$ cat config.mk
export PLATFORM = sky130hd
export DESIGN_NAME = apb4_reg_slave
export DESIGN_NICKNAME = d
export VERILOG_FILES = /design/src/rtl/apb4_pkg.sv /design/src/rtl/apb4_reg_bank.sv /design/src/rtl/apb4_reg_slave.sv
export SDC_FILE = /design/constraint.sdc
export NUM_CORES = 1
export LEC_CHECK = 0
export BUFFER_PORTS_ARGS = -buffer_cell sky130_fd_sc_hd__clkbuf_2
export CORE_AREA = 2 2 445 447
export CTS_BUF_LIST = sky130_fd_sc_hd__clkbuf_16
export DETAILED_ROUTE_END_ITERATION = 6
export DIE_AREA = 0 0 447 449
export GPL_TIMING_DRIVEN = 0
export HOLD_SLACK_MARGIN = 0.06
export PLACE_DENSITY = 0.32
export SKIP_CTS_REPAIR_TIMING = 1
export SLEW_MARGIN = 20
export SYNTH_ARGS = -nofsm -noshare
export SYNTH_HDL_FRONTEND = slang
export SYNTH_SLANG_ARGS = --single-unit
$ cat constraint.sdc
create_clock -name pclk -period 2.35 [get_ports pclk]
set_input_delay 0.3525 -clock pclk [delete_from_list [all_inputs] [get_ports pclk]]
set_output_delay 0.3525 -clock pclk [all_outputs]
set_load 0.1 [all_outputs]
$ cat src/rtl/apb4_pkg.sv
// Shared definitions for the APB4 register slave: FSM states, pprot bit
// positions and the byte-offset width helper used for address decode.
package apb4_pkg;

    typedef enum logic [1:0] {
        ST_IDLE = 2'd0,
        ST_WAIT = 2'd1,
        ST_RESP = 2'd2
    } apb_state_t;

    localparam int PPROT_PRIV_BIT   = 0;
    localparam int PPROT_SECURE_BIT = 1;
    localparam int PPROT_INSTR_BIT  = 2;

    // Number of paddr bits that select a byte within one data word.
    function automatic int byteOffsetWidth(input int dataW);
        return $clog2(dataW / 8);
    endfunction

endpackage

$ cat src/rtl/apb4_reg_bank.sv
// Register storage for the APB4 slave: byte-strobed writes, hardware-sourced
// read-only slots and the read multiplexer.
module apb4_reg_bank
    import apb4_pkg::*;
#(
    parameter int                  DATA_W   = 32,
    parameter int                  NUM_REGS = 16,
    parameter int                  IDX_W    = 10,
    parameter logic [NUM_REGS-1:0] RO_MASK  = '0
) (
    input  logic                         i_clk,
    input  logic                         i_reset,
    input  logic                         i_wen,
    input  logic [IDX_W-1:0]             i_idx,
    input  logic [DATA_W-1:0]            i_wdata,
    input  logic [DATA_W/8-1:0]          i_strb,
    input  logic [NUM_REGS*DATA_W-1:0]   i_hw_in,
    output logic [NUM_REGS*DATA_W-1:0]   o_reg_q,
    output logic [DATA_W-1:0]            o_rdata
);

    logic [DATA_W-1:0] r_regs [NUM_REGS];

    always_ff @(posedge i_clk) begin
        if (i_reset) begin
            for (int i = 0; i < NUM_REGS; i++) begin
                r_regs[i] <= '0;
            end
        end else if (i_wen) begin
            for (int i = 0; i < NUM_REGS; i++) begin
                if (i_idx == IDX_W'(i) && !RO_MASK[i]) begin
                    for (int b = 0; b < DATA_W / 8; b++) begin
                        if (i_strb[b]) begin
                            r_regs[i][8*b +: 8] <= i_wdata[8*b +: 8];
                        end
                    end
                end
            end
        end
    end

    // Read-only slots expose the hardware value rather than local storage.
    always_comb begin
        o_reg_q = '0;
        for (int i = 0; i < NUM_REGS; i++) begin
            o_reg_q[i*DATA_W +: DATA_W] = RO_MASK[i] ? i_hw_in[i*DATA_W +: DATA_W] : r_regs[i];
        end
    end

    always_comb begin
        o_rdata = '0;
        for (int i = 0; i < NUM_REGS; i++) begin
            if (i_idx == IDX_W'(i)) begin
                o_rdata = o_reg_q[i*DATA_W +: DATA_W];
            end
        end
    end

endmodule

$ cat src/rtl/apb4_reg_slave.sv
// APB4 register slave with configurable wait states and read-only slots.
// Define APB4_REG_SLAVE_PROT_EN to reject unprivileged writes (pprot[0]=0).
module apb4_reg_slave
    import apb4_pkg::*;
#(
    parameter int                  ADDR_W      = 12,
    parameter int                  DATA_W      = 32,
    parameter int                  NUM_REGS    = 16,
    parameter int                  WAIT_CYCLES = 0,
    parameter logic [NUM_REGS-1:0] RO_MASK     = '0
) (
    input  logic                         pclk,
    input  logic                         preset,
    input  logic [ADDR_W-1:0]            paddr,
    input  logic                         psel,
    input  logic                         penable,
    input  logic                         pwrite,
    input  logic [DATA_W-1:0]            pwdata,
    input  logic [DATA_W/8-1:0]          pstrb,
    input  logic [2:0]                   pprot,
    output logic [DATA_W-1:0]            prdata,
    output logic                         pready,
    output logic                         pslverr,
    output logic [NUM_REGS*DATA_W-1:0]   reg_q,
    input  logic [NUM_REGS*DATA_W-1:0]   hw_in,
    output logic [NUM_REGS-1:0]          wr_pulse
);

    localparam int OFFS_W = byteOffsetWidth(DATA_W);
    localparam int IDX_W  = ADDR_W - OFFS_W;

    apb_state_t          r_state, w_next;
    logic [ADDR_W-1:0]   r_addr;
    logic                r_write;
    logic [DATA_W-1:0]   r_wdata;
    logic [DATA_W/8-1:0] r_strb;
    logic [2:0]          r_prot;
    logic [3:0]          r_cnt;
    logic                r_pready;

    logic [IDX_W-1:0]    w_idx;
    logic                w_badIdx, w_badOffs, w_roHit, w_protErr, w_err, w_commit;
    logic [DATA_W-1:0]   w_rdata;

    assign w_idx     = r_addr[ADDR_W-1:OFFS_W];
    assign w_badIdx  = 32'(w_idx) >= 32'(NUM_REGS);
    assign w_badOffs = |r_addr[OFFS_W-1:0];

    always_comb begin
        w_roHit = 1'b0;
        for (int i = 0; i < NUM_REGS; i++) begin
            if (w_idx == IDX_W'(i)) begin
                w_roHit = RO_MASK[i];
            end
        end
    end

`ifdef APB4_REG_SLAVE_PROT_EN
    assign w_protErr = r_write & ~r_prot[PPROT_PRIV_BIT];
`else
    logic w_unusedProt;
    assign w_unusedProt = ^r_prot;
    assign w_protErr    = 1'b0;
`endif

    assign w_err = w_badIdx | w_badOffs | (r_write & w_roHit) | w_protErr;

    // An all-zero strobe still completes cleanly but must not pulse.
    assign w_commit = r_pready & r_write & ~w_err & (|r_strb) & ~preset;

    always_comb begin
        wr_pulse = '0;
        for (int i = 0; i < NUM_REGS; i++) begin
            wr_pulse[i] = w_commit && (w_idx == IDX_W'(i));
        end
    end

    assign pready  = r_pready;
    assign pslverr = r_pready & w_err;
    assign prdata  = (r_pready & ~r_write & ~w_err) ? w_rdata : '0;

    // With no wait states the setup phase jumps straight to RESP so the
    // registered pready lands in the access cycle.
    always_comb begin
        w_next = r_state;
        case (r_state)
            ST_IDLE: begin
                if (psel && !penable) begin
                    w_next = (WAIT_CYCLES == 0) ? ST_RESP : ST_WAIT;
                end
            end
            ST_WAIT: begin
                if (!psel) begin
                    w_next = ST_IDLE;
                end else if (penable && r_cnt <= 4'd1) begin
                    w_next = ST_RESP;
                end
            end
            ST_RESP: w_next = ST_IDLE;
            default: w_next = ST_IDLE;
        endcase
    end

    always_ff @(posedge pclk) begin
        if (preset) begin
            r_state  <= ST_IDLE;
            r_pready <= 1'b0;
            r_cnt    <= 4'd0;
            r_addr   <= '0;
            r_write  <= 1'b0;
            r_wdata  <= '0;
            r_strb   <= '0;
            r_prot   <= '0;
        end else begin
            r_state  <= w_next;
            r_pready <= (w_next == ST_RESP);
            if (r_state == ST_IDLE && psel && !penable) begin
                r_addr  <= paddr;
                r_write <= pwrite;
                r_wdata <= pwdata;
                r_strb  <= pstrb;
                r_prot  <= pprot;
                r_cnt   <= 4'(WAIT_CYCLES);
            end else if (r_state == ST_WAIT && psel && r_cnt != 4'd0) begin
                r_cnt <= r_cnt - 4'd1;
            end else if (w_next == ST_IDLE) begin
                r_cnt <= 4'd0;
            end
        end
    end

    apb4_reg_bank #(
        .DATA_W   (DATA_W),
        .NUM_REGS (NUM_REGS),
        .IDX_W    (IDX_W),
        .RO_MASK  (RO_MASK)
    ) u_bank (
        .i_clk   (pclk),
        .i_reset (preset),
        .i_wen   (w_commit),
        .i_idx   (w_idx),
        .i_wdata (r_wdata),
        .i_strb  (r_strb),
        .i_hw_in (hw_in),
        .o_reg_q (reg_q),
        .o_rdata (w_rdata)
    );

endmodule

Yosys cells after proc, flatten, opt, wreduce, memory -nomap -nowiden
Memories as Yosys holds them, arrays and structs flattened.
Index checks and enable logic that the tools add are counted.

word-level totals
  input port bits = 568
  memories = 1
  flip-flop bits (word level) = 56
  output and inout bits = 562
  RAM bits = 512

memories
  name           words  bits a word  rd ports  clocked after memory_dff  write ports  RTL line             text
  u_bank.r_regs  16     32           16        0                         16           apb4_reg_bank.sv:22  logic [DATA_W-1:0] r_regs [NUM_REGS];

operators by class
  equal/unequal tests = 17
  multiplexer cells = 349
  reductions and logical operators = 31
  add/sub/neg operators = 1
  $lt $le $gt $ge = 2
  bitwise gates (word level) = 75

operators with widths
  operator                                                                number
  32-bit 2-to-1 mux                                                       17
  8-bit 2-to-1 mux                                                        64
  1-bit 2-to-1 mux                                                        262
  10-bit by 4-bit == test with 1-bit output, second input constant        8
  1-bit OR                                                                65
  10-bit by 3-bit == test with 1-bit output, second input constant        4
  1-bit logical AND                                                       22
  10-bit by 2-bit == test with 1-bit output, second input constant        2
  10-bit by 1-bit == test with 1-bit output, second input constant        1
  10-bit by 5-bit >= comparator with 1-bit output, second input constant  1
  10-bit zero test                                                        1
  4-bit 2-to-1 mux                                                        2
  1-bit AND                                                               7
  2-bit 2-to-1 mux                                                        3
  4-bit by 1-bit <= comparator with 1-bit output, second input constant   1
  2-bit zero test                                                         2
  2-bit case mux with 2 select lines                                      1
  4-bit nonzero test                                                      1
  2-bit OR reduction                                                      2
  4-bit OR reduction                                                      1
  4-bit by 1-bit subtractor with 4-bit output, second input constant      1
  1-bit inverter                                                          3
  2-bit by 1-bit == test with 1-bit output, second input constant         1
  2-bit == test, second input constant                                    1
  other kinds (2)                                                         2

Logic depth before layout (Yosys ltp)
Gate-level depths: netlist of run 1.

  depth in word-level cells = 18
  depth in mapped cells = 10
  gate-level depth less buffers = 6

Modules after synthesis
Synthesis of run 1 repeated with hierarchy kept, for this count alone.

unflattened totals
  cells, all modules = 1,914
  area, all modules = 24,868.9 µm²

by module, submodules not included
  module          cells an instance  sequential area each (µm²)  instances  area each (µm²)
  apb4_reg_bank   1,585              15,374.7                    1          22,312.6
  apb4_reg_slave  329                1,121.1                     1          2,556.2

Worst setup path after synthesis of run 1
OpenSTA, ideal clock, no wires.

  path type = register to output
  start = register r_pready, in the netlist pready
  end = output port prdata[31]
  path slack = -2.260 ns
  cell stages (with the launch flop) = 6
  arrival = 4.257 ns
  required time = 1.997 ns
  path through = dfxtp_1 -> nand4_1 -> or2_2 -> clkbuf_1 -> clkbuf_1 -> a311oi_1

between the ends
  word-level cells in the longest chain between the ends = 3

ends and longest elaborated chain
  what                    RTL line               text
  from (decl)             apb4_reg_slave.sv:39   logic r_pready;
  from (signal assigned)  apb4_reg_slave.sv:116  r_pready <= (w_next == ST_RESP);
  1-bit AND (2 in a row)  apb4_reg_slave.sv:80   assign prdata = (r_pready & ~r_write & ~w_err) ? w_rdata : '0;
  32-bit 2-to-1 mux       apb4_reg_slave.sv:80
  to (decl)               apb4_reg_slave.sv:21   output logic [DATA_W-1:0] prdata,

Every way passes these cells.

Worst setup path after layout of run 1
  start = register r_addr[3]
  end = output port prdata[13]

between the ends
  word-level cells in the longest chain between the ends = 18
  elaborated cells on any way between the ends = 37

ends and longest elaborated chain
  what                             RTL line               text
  from (decl)                      apb4_reg_slave.sv:33   logic [ADDR_W-1:0] r_addr;
  from (signal assigned)           apb4_reg_slave.sv:118  r_addr <= paddr;
  10-bit zero test                 apb4_reg_bank.sv:53    if (i_idx == IDX_W'(i)) begin
  32-bit 2-to-1 mux (16 in a row)  apb4_reg_bank.sv:53
  32-bit 2-to-1 mux *              apb4_reg_slave.sv:80

Every way passes the cells marked *; elsewhere a longest branch is shown, timed or not.

==> impl_results.md, run 1 <==
- Area share of the largest cell type after synthesis: 59.72%
- Die W: 447 microns
- Core Util, Final: 20.34%
- Async S/R FF share, synth: 0%
- Syn nets: 2,712
- I/O pins: 1,130
- Critical path capture point type: output pin
- Synth top area cells: edfxtp_1, and2_1, dfxtp_1, mux2i_1, nand2_1
- Crit-path cells: buf_12 > buf_16 > buf_16 > mux2i_1 > o22a_4 > o211ai_1 > a22oi_2 > a221oi_4 > buf_12
- Critical path's slowest cell: o211ai_1
- Row count: 163
- Crit Path Category: flip-flop to output pin
- Vias in the first global route: 22,330
- Tightest Pin Transition: 1161 ps
- Failing checks: setup timing
- Max Slew Vio Count: 0
- Endpoints failing setup: 885
- Internal: 18.98 mW
- Final instance area: 39,900 sq um
- Final Cycle Share: 162.9%
- Clk pwr share: 38.2%
- Endpoints failing hold: 0
- Worst-case vdd ir drop: 0.4682 mV
- First-pass GRT wire length: 269.5 mm
- Status: finished with violations
- Max_cap viols: 0
- Antenna violations before repair: 38
- Net Sw Frac: 36.71%
- Sequential share of power: 40.0%
- Placed insts: 5,407
- R2r setup slk: -1300 ps
- Total wire length: 223.5 mm
- Die height: 449 microns
- Initial Util: 13.12%
- Synthesized cell area: 25,740 sq um
- Root buffer cell: clkbuf_16
- Fill count: 21,540
- CP Buf/Inv Count: 4
- RSZ-0062 raised after global routing: yes
- Post-route setup TNS: -774,160 ps
- Crit Path Max Fanout: 6
- Normalized max-slew margin: 22.63%
- Pwr Density: 751.5 nW/um^2
- Port Buffers: 613
- Clk_lat worst skew: 710 ps
- Combinational share of power: 21.8%
- Post-synth cell types: 61
- Pin count of the biggest net entering global routing: 15
- Post-route DRC: 0
- Switching pwr: 11.01 mW
- Mean post-synth cell area: 12.02 sq um
- Core Area: 196,200 sq um
- Placed cell area: 33,410 sq um
- Cell taking the most area after synthesis: edfxtp_1
- Synthesized instance count: 2,141
- Routed WL per cell: 39.20 microns
- # clock sinks: 568
- LEAKAGE: 14.54 nW
- Number of synthesized flops with an enable pin: 512
- Final WS setup: -1478 ps
- Crit path arrival time: 3480 ps
- YS warnings: 0
- Placer Congestion: 0.8296
- Die area: 200,700 sq um
- Setup Skew: 26.39 ps
- Min Tclk post-route: 3828 ps
- Startpoint types: flip-flop
- Final hold slack: 133.4 ps
- Yosys reg bits: 568
- Most frequent cells in the layout: clkbuf_2, edfxtp_1, and2_1
- Worst path max stage delay: 590 ps
- Tot Pwr: 29.98 mW
- CTS tree: done
- Via count: 23,590
- Non-Filler Instances: 5,701
- Post-layout net count: 3,566
- Area grow syn2layout: 54.98%
- Share of layout cells above drive strength 1: 41.19%
- First-pass DRT Iterations: 6
- GR Overflow Total: 0
- Place WS: -3157 ps
- GRT Total Usage: 21.23%
- Register area share after synthesis: 64.08%
- Worst Path Required: 2000 ps
- Worst Hold Class: input port to flip-flop
- Family with the most delay on the worst path: compound AO/OA/AOI/OAI gates
- CTS buffer count: 74
- Antenna viol nets, final: 0
- Commonest non-fill, non-tap cell in the layout: clkbuf_2
- Most used flip-flop cell after synthesis: edfxtp_1
- Vias per inst: 4.138
- Longest Clk Path Bufs: 3
- Fmax: 261.2 MHz
- Hpwl dp: 177.6 mm
- H-tree depth: 3
- DRT iter0 DRCs: 2,498
- Worst-path clk slew: 60 ps
[flip-flops by register name, indices dropped and copies added (netlist names)]
signal and count:
r_wdata 32, pready 1, r_state 2, u_bank.r_regs 512, r_strb 4, r_addr 12, r_write 1, r_cnt 4
[cells by family (layout without fill, tap and decap cells)]
group / count (synthesis) / after routing / share of synthesized area (%)
AND/OR/NAND/NOR: 819 / 819 / 16.71
flip-flops: 568 / 568 / 64.08
AO/OA/AOI/OAI: 474 / 474 / 11.93
buffers and inverters: 172 / 1085 / 2.600
multiplexers: 104 / 104 / 4.501
adder cells (fa/ha/maj): 3 / 3 / 0.1458
XOR/XNOR: 1 / 1 / 0.03403
other: 0 / 7 / 0
[metal layers]
layer | routed length [microns] | part of all wire [%] | global-route usage [%] | up-vias
li1 | - | - | - | 9639
met4 | 9680 | 4.3 | 7.205 | 4
met3 | 15250 | 6.8 | 4.144 | 247
met2 | 95520 | 43 | 32.15 | 1273
met5 | 26 | 0.012 | 0 | -
met1 | 103000 | 46 | 29.90 | 12430
[worst paths after layout]
kind | start | to | depth (start not counted)
worst max-delay path | r_addr[3]$_SDFFE_PP0P_ | prdata[13] | 9
worst min-delay path | psel | pready$_SDFF_PP0_ | 5
worst max register to register | r_addr[11]$_SDFFE_PP0P_ | u_bank.r_regs[1][6]$_SDFFCE_PN0P_ | 8
worst min register to register | r_addr[1]$_SDFFE_PP0P_ | r_addr[1]$_SDFFE_PP0P_ | 2
[worst min-delay path, cell delays in order]
cell      delay, ps
clkbuf_2        130
nand3b_1        110
inv_1            40
nand3_1          90
a21oi_1          70
[power by group through the flow]
stage                     Clock (mW)  Combinational (mW)  Sequential, mW
after floorplan                    0                1.20            14.4
after global placement             0                5.75            12.2
after detailed placement           0                5.80            12.2
after CTS                       11.6                5.81            12.0
after global routing            11.9                6.65            12.0
final                           11.4                6.55            12.0
[cells in the mapped netlist (24+ instances only)]
library cell  count
a21o_1           29
a21oi_1         131
a221oi_1         31
and2_1          325
clkbuf_1        122
dfxtp_1          56
edfxtp_1        512
mux2_2           24
mux2i_1          73
nand2_1         182
nand3_1          31
nor2_1          139
nor2b_1          45
o21ai_0         101
o22ai_1          34
or2_2            44
[layout make-up]
| cell class | count | area (sq um) | area share, % |
|---|---|---|---|
| Inverter | 15 | 67.56 | 0.1693 |
| Buffer | 154 | 1602 | 4.014 |
| Clock buffer | 75 | 1877 | 4.704 |
| Multi-Input combinational cell | 1401 | 10520 | 26.36 |
| Antenna cell | 7 | 17.52 | 0.04390 |
| Clock inverter | 60 | 426.7 | 1.069 |
| Sequential cell | 568 | 16510 | 41.39 |
| Timing Repair Buffer | 781 | 5574 | 13.97 |
| Tap cell | 2640 | 3303 | 8.279 |
Power figures use the tool's default switching activity.
==> inputs of run 2 (changes only) <==
--- a/config.mk
+++ b/config.mk
@@ -5,14 +5,15 @@
 export SDC_FILE = /design/constraint.sdc
 export NUM_CORES = 1
 export LEC_CHECK = 0
+export ABC_AREA = 1
 export BUFFER_PORTS_ARGS = -buffer_cell sky130_fd_sc_hd__clkbuf_2
-export CORE_AREA = 2 2 445 447
+export CORE_AREA = 2 2 446 448
 export CTS_BUF_LIST = sky130_fd_sc_hd__clkbuf_16
 export DETAILED_ROUTE_END_ITERATION = 6
-export DIE_AREA = 0 0 447 449
+export DIE_AREA = 0 0 448 450
 export GPL_TIMING_DRIVEN = 0
 export HOLD_SLACK_MARGIN = 0.06
-export PLACE_DENSITY = 0.32
+export PLACE_DENSITY = 0.31
 export SKIP_CTS_REPAIR_TIMING = 1
 export SLEW_MARGIN = 20
 export SYNTH_ARGS = -nofsm -noshare
==> impl_results.md, run 2 <==
- I/O pins: 1,130 (unchanged)
- GRT Total Usage: 16.00% (was 21.23%)
- Crit path arrival time: 3490 ps (was 3480 ps)
- CTS buffer count: 76 (was 74)
- Pwr Density: 754.4 nW/um^2 (was 751.5 nW/um^2)
- Via count: 21,830 (was 23,590)
- Syn nets: 2,922 (was 2,712)
- Commonest cells post-synth: edfxtp_1, nand2_1, nor2_1 (was edfxtp_1, and2_1, nand2_1)
- Mux share of post-synthesis cell area: 0% (was 4.501%)
- Post-route setup TNS: -269,200 ps (was -774,160 ps)
- Crit Path Category: flip-flop to output pin (unchanged)
- Most frequent cells in the layout: clkbuf_2, edfxtp_1, nor2_1 (was clkbuf_2, edfxtp_1, and2_1)
- Worst Hold Class: input port to flip-flop (unchanged)
- Antenna viol nets, final: 0 (unchanged)
- Placed cell area: 31,870 sq um (was 33,410 sq um)
- Top reg by flops: u_bank.r_regs (unchanged)
- Synthesized cell area: 24,290 sq um (was 25,740 sq um)
- Number of synthesized flops with an enable pin: 512 (unchanged)
- Register area share after synthesis: 67.92% (was 64.08%)
- Final instance area: 38,870 sq um (was 39,900 sq um)
- Max Slew Vio Count: 0 (unchanged)
- Post-layout net count: 3,826 (was 3,566)
- Tot Pwr: 29.33 mW (was 29.98 mW)
- Total wire length: 168.9 mm (was 223.5 mm)
- Final hold slack: 28.67 ps (was 133.4 ps)
- Synth top area cells: edfxtp_1, nand2_1, nor2_1, dfxtp_1, inv_1 (was edfxtp_1, and2_1, dfxtp_1, mux2i_1, nand2_1)
- Commonest non-fill, non-tap cell in the layout: clkbuf_2 (unchanged)
- Final WS setup: -1490 ps (was -1478 ps)
- CTS tree: done (unchanged)
- Yosys reg bits: 568 (unchanged)
- GR Overflow Total: 0 (unchanged)
- Endpoints failing setup: 840 (was 885)
- Hpwl dp: 139.1 mm (was 177.6 mm)
- Worst-case vdd ir drop: 0.4385 mV (was 0.4682 mV)
- Area grow syn2layout: 60.06% (was 54.98%)
- Post-Synth Adder-Cell Area: 0.1546% (was 0.1458%)
- Port Buffers: 613 (unchanged)
- Largest register FFs: 512 (unchanged)
- Row count: 163 (unchanged)
- Initial Util: 12.35% (was 13.12%)
- Root buffer cell: clkbuf_16 (unchanged)
- Die area: 201,600 sq um (was 200,700 sq um)
- Routed WL per cell: 28.31 microns (was 39.20 microns)
- DRT iter0 DRCs: 1,513 (was 2,498)
- Tightest Pin Transition: 1047 ps (was 1161 ps)
- Longest Clk Path Bufs: 3 (unchanged)
- Vias per inst: 3.658 (was 4.138)
- Fmax: 260.4 MHz (was 261.2 MHz)
- Post-synth cell types: 42 (was 61)
- Internal: 18.95 mW (was 18.98 mW)
- Biggest regs: u_bank.r_regs (512), r_wdata (32), r_addr (12) (unchanged)
- First-pass DRT Iterations: 5 (was 6)
- Async S/R FF share, synth: 0% (unchanged)
- Placer Congestion: 0.8198 (was 0.8296)
- Cell taking the most area after synthesis: edfxtp_1 (unchanged)
- Max_cap viols: 0 (unchanged)
- YS warnings: 0 (unchanged)
- Switching pwr: 10.37 mW (was 11.01 mW)
- Die W: 448 microns (was 447 microns)
- Critical path capture point type: output pin (unchanged)
- Worst-path clk slew: 60 ps (about the same)
- First-pass GRT wire length: 210.9 mm (was 269.5 mm)
- Crit Path Max Fanout: 10 (was 6)
- Normalized max-slew margin: 30.22% (was 22.63%)
- Area share of the largest cell type after synthesis: 63.31% (was 59.72%)
- Pin count of the biggest net entering global routing: 12 (was 15)
- Sequential share of power: 40.4% (was 40.0%)
- Compound-Gate Fraction of Synth Area: 7.651% (was 11.93%)
- Core Area: 196,600 sq um (was 196,200 sq um)
- Synthesized instance count: 2,351 (was 2,141)
- Post-route DRC: 0 (unchanged)
- Place WS: -2652 ps (was -3157 ps)
- Clk pwr share: 38.8% (was 38.2%)
- # clock sinks: 568 (unchanged)
- Largest family of logic cells by synthesized area: simple AND/OR/NAND/NOR gates (unchanged)
- Final Cycle Share: 163.4% (was 162.9%)
- Mean post-synth cell area: 10.33 sq um (was 12.02 sq um)
- Setup Skew: 36.23 ps (was 26.39 ps)
- Most frequent cell after synthesis: edfxtp_1 (unchanged)
- Die height: 450 microns (was 449 microns)
- Endpoints failing hold: 0 (unchanged)
- Most used flip-flop cell after synthesis: edfxtp_1 (unchanged)
- Min Tclk post-route: 3840 ps (was 3828 ps)
- Share of layout cells above drive strength 1: 40.56% (was 41.19%)
- Status: finished with violations (unchanged)
- LEAKAGE: 15.53 nW (was 14.54 nW)
- Xor and xnor area share after synthesis: 0% (was 0.03402%)
- Startpoint types: flip-flop (unchanged)
- Post-Synth Simple-Gate Area: 18.54% (was 16.71%)
- Vias in the first global route: 20,750 (was 22,330)
- H-tree depth: 3 (unchanged)
- Combinational share of power: 20.8% (was 21.8%)
- Failing checks: setup timing (unchanged)
- Net Sw Frac: 35.38% (was 36.71%)
- Clk_lat worst skew: 690 ps (was 710 ps)
- Worst Path Required: 2000 ps (about the same)
- RSZ-0062 raised after global routing: yes (unchanged)
- Antenna violations before repair: 21 (was 38)
-- run 2: cell types whose count changed after synthesis, moves of 35 or more --
| cell | change |
|---|---|
| nor2_1 | +301 |
| nor2b_1 | -45 |
| and2_1 | -325 |
| a21oi_1 | +35 |
| mux2i_1 | -73 |
| nand2_1 | +276 |
| inv_1 | +216 |
| nand4_1 | +73 |
-- run 2: final cells by class --
cell class              instances  area (sq um)
diodes                         13         32.53
fillers                     21700        157700
clock buffers                  76          1902
inverters                     245          1032
well taps                    2640          3303
flip-flops and latches        568         16530
clock inverters                61         436.7
repair buffers                826          6115
multi-input cells            1424          8670
plain buffers                 114         854.6
-- run 2: power groups by stage --
stage          registers, mW  logic [mW]  clock network (mW)
2_1_floorplan           14.7        1.05                   0
3_3_place_gp            12.1        5.51                   0
3_5_place_dp            12.1        5.53                   0
4_1_cts                 11.9        5.54                11.7
5_1_grt                 11.9        6.33                12.0
6_report                11.9        6.09                11.4
-- run 2: worst max-delay path: stages (launching register included) --
cell     delay (ps)
dfxtp_4         350
nor2_4          140
nand2_2          80
nor2_4          130
buf_12          140
buf_12          130
nand2_4          60
nor2_8          220
buf_12          180
buf_12          160
a21oi_1         100
nand4_1         130
o21ai_2          90
nand4_1         170
nand2_4         120
nand4_1         160
nand2_1          90
inv_1           100
buf_12          180
-- run 2: per-layer routing --
metal	wire, microns	track usage, %
met1	76620	21.32
met2	74670	24.69
met3	12760	4.998
met4	4822	4.572
met5	27	0
-- run 2: worst paths after layout --
check                               start                              end  slack [ps]  depth (start not counted)
setup reg to reg   r_addr[9]$_SDFFE_PP0P_  u_bank.r_regs[1][179]$_DFFE_PP_        -610                         12
hold / removal                 pwdata[27]         r_wdata[27]$_SDFFE_PP0P_          30                          3
hold reg to reg   r_wdata[6]$_SDFFE_PP0P_          r_wdata[6]$_SDFFE_PP0P_         480                          2
setup / recovery   r_addr[9]$_SDFFE_PP0P_                       prdata[17]       -1490                         18
-- run 2: kinds of logic (layout without fill, tap and decap cells) --
kind of cell,after synthesis,in the layout
compound gates,351,351
fa+ha+maj,3,3
buf+inv,359,1322
flops,568,568
other cells,0,13
simple gates,1070,1070
-- run 2: through the flow --
stage,utilization [%],instances
2_1_floorplan,-,2351
3_3_place_gp,16.11,5604
3_5_place_dp,16.21,5611
4_1_cts,17.40,5748
5_1_grt,19.76,5959
6_report,19.77,5967
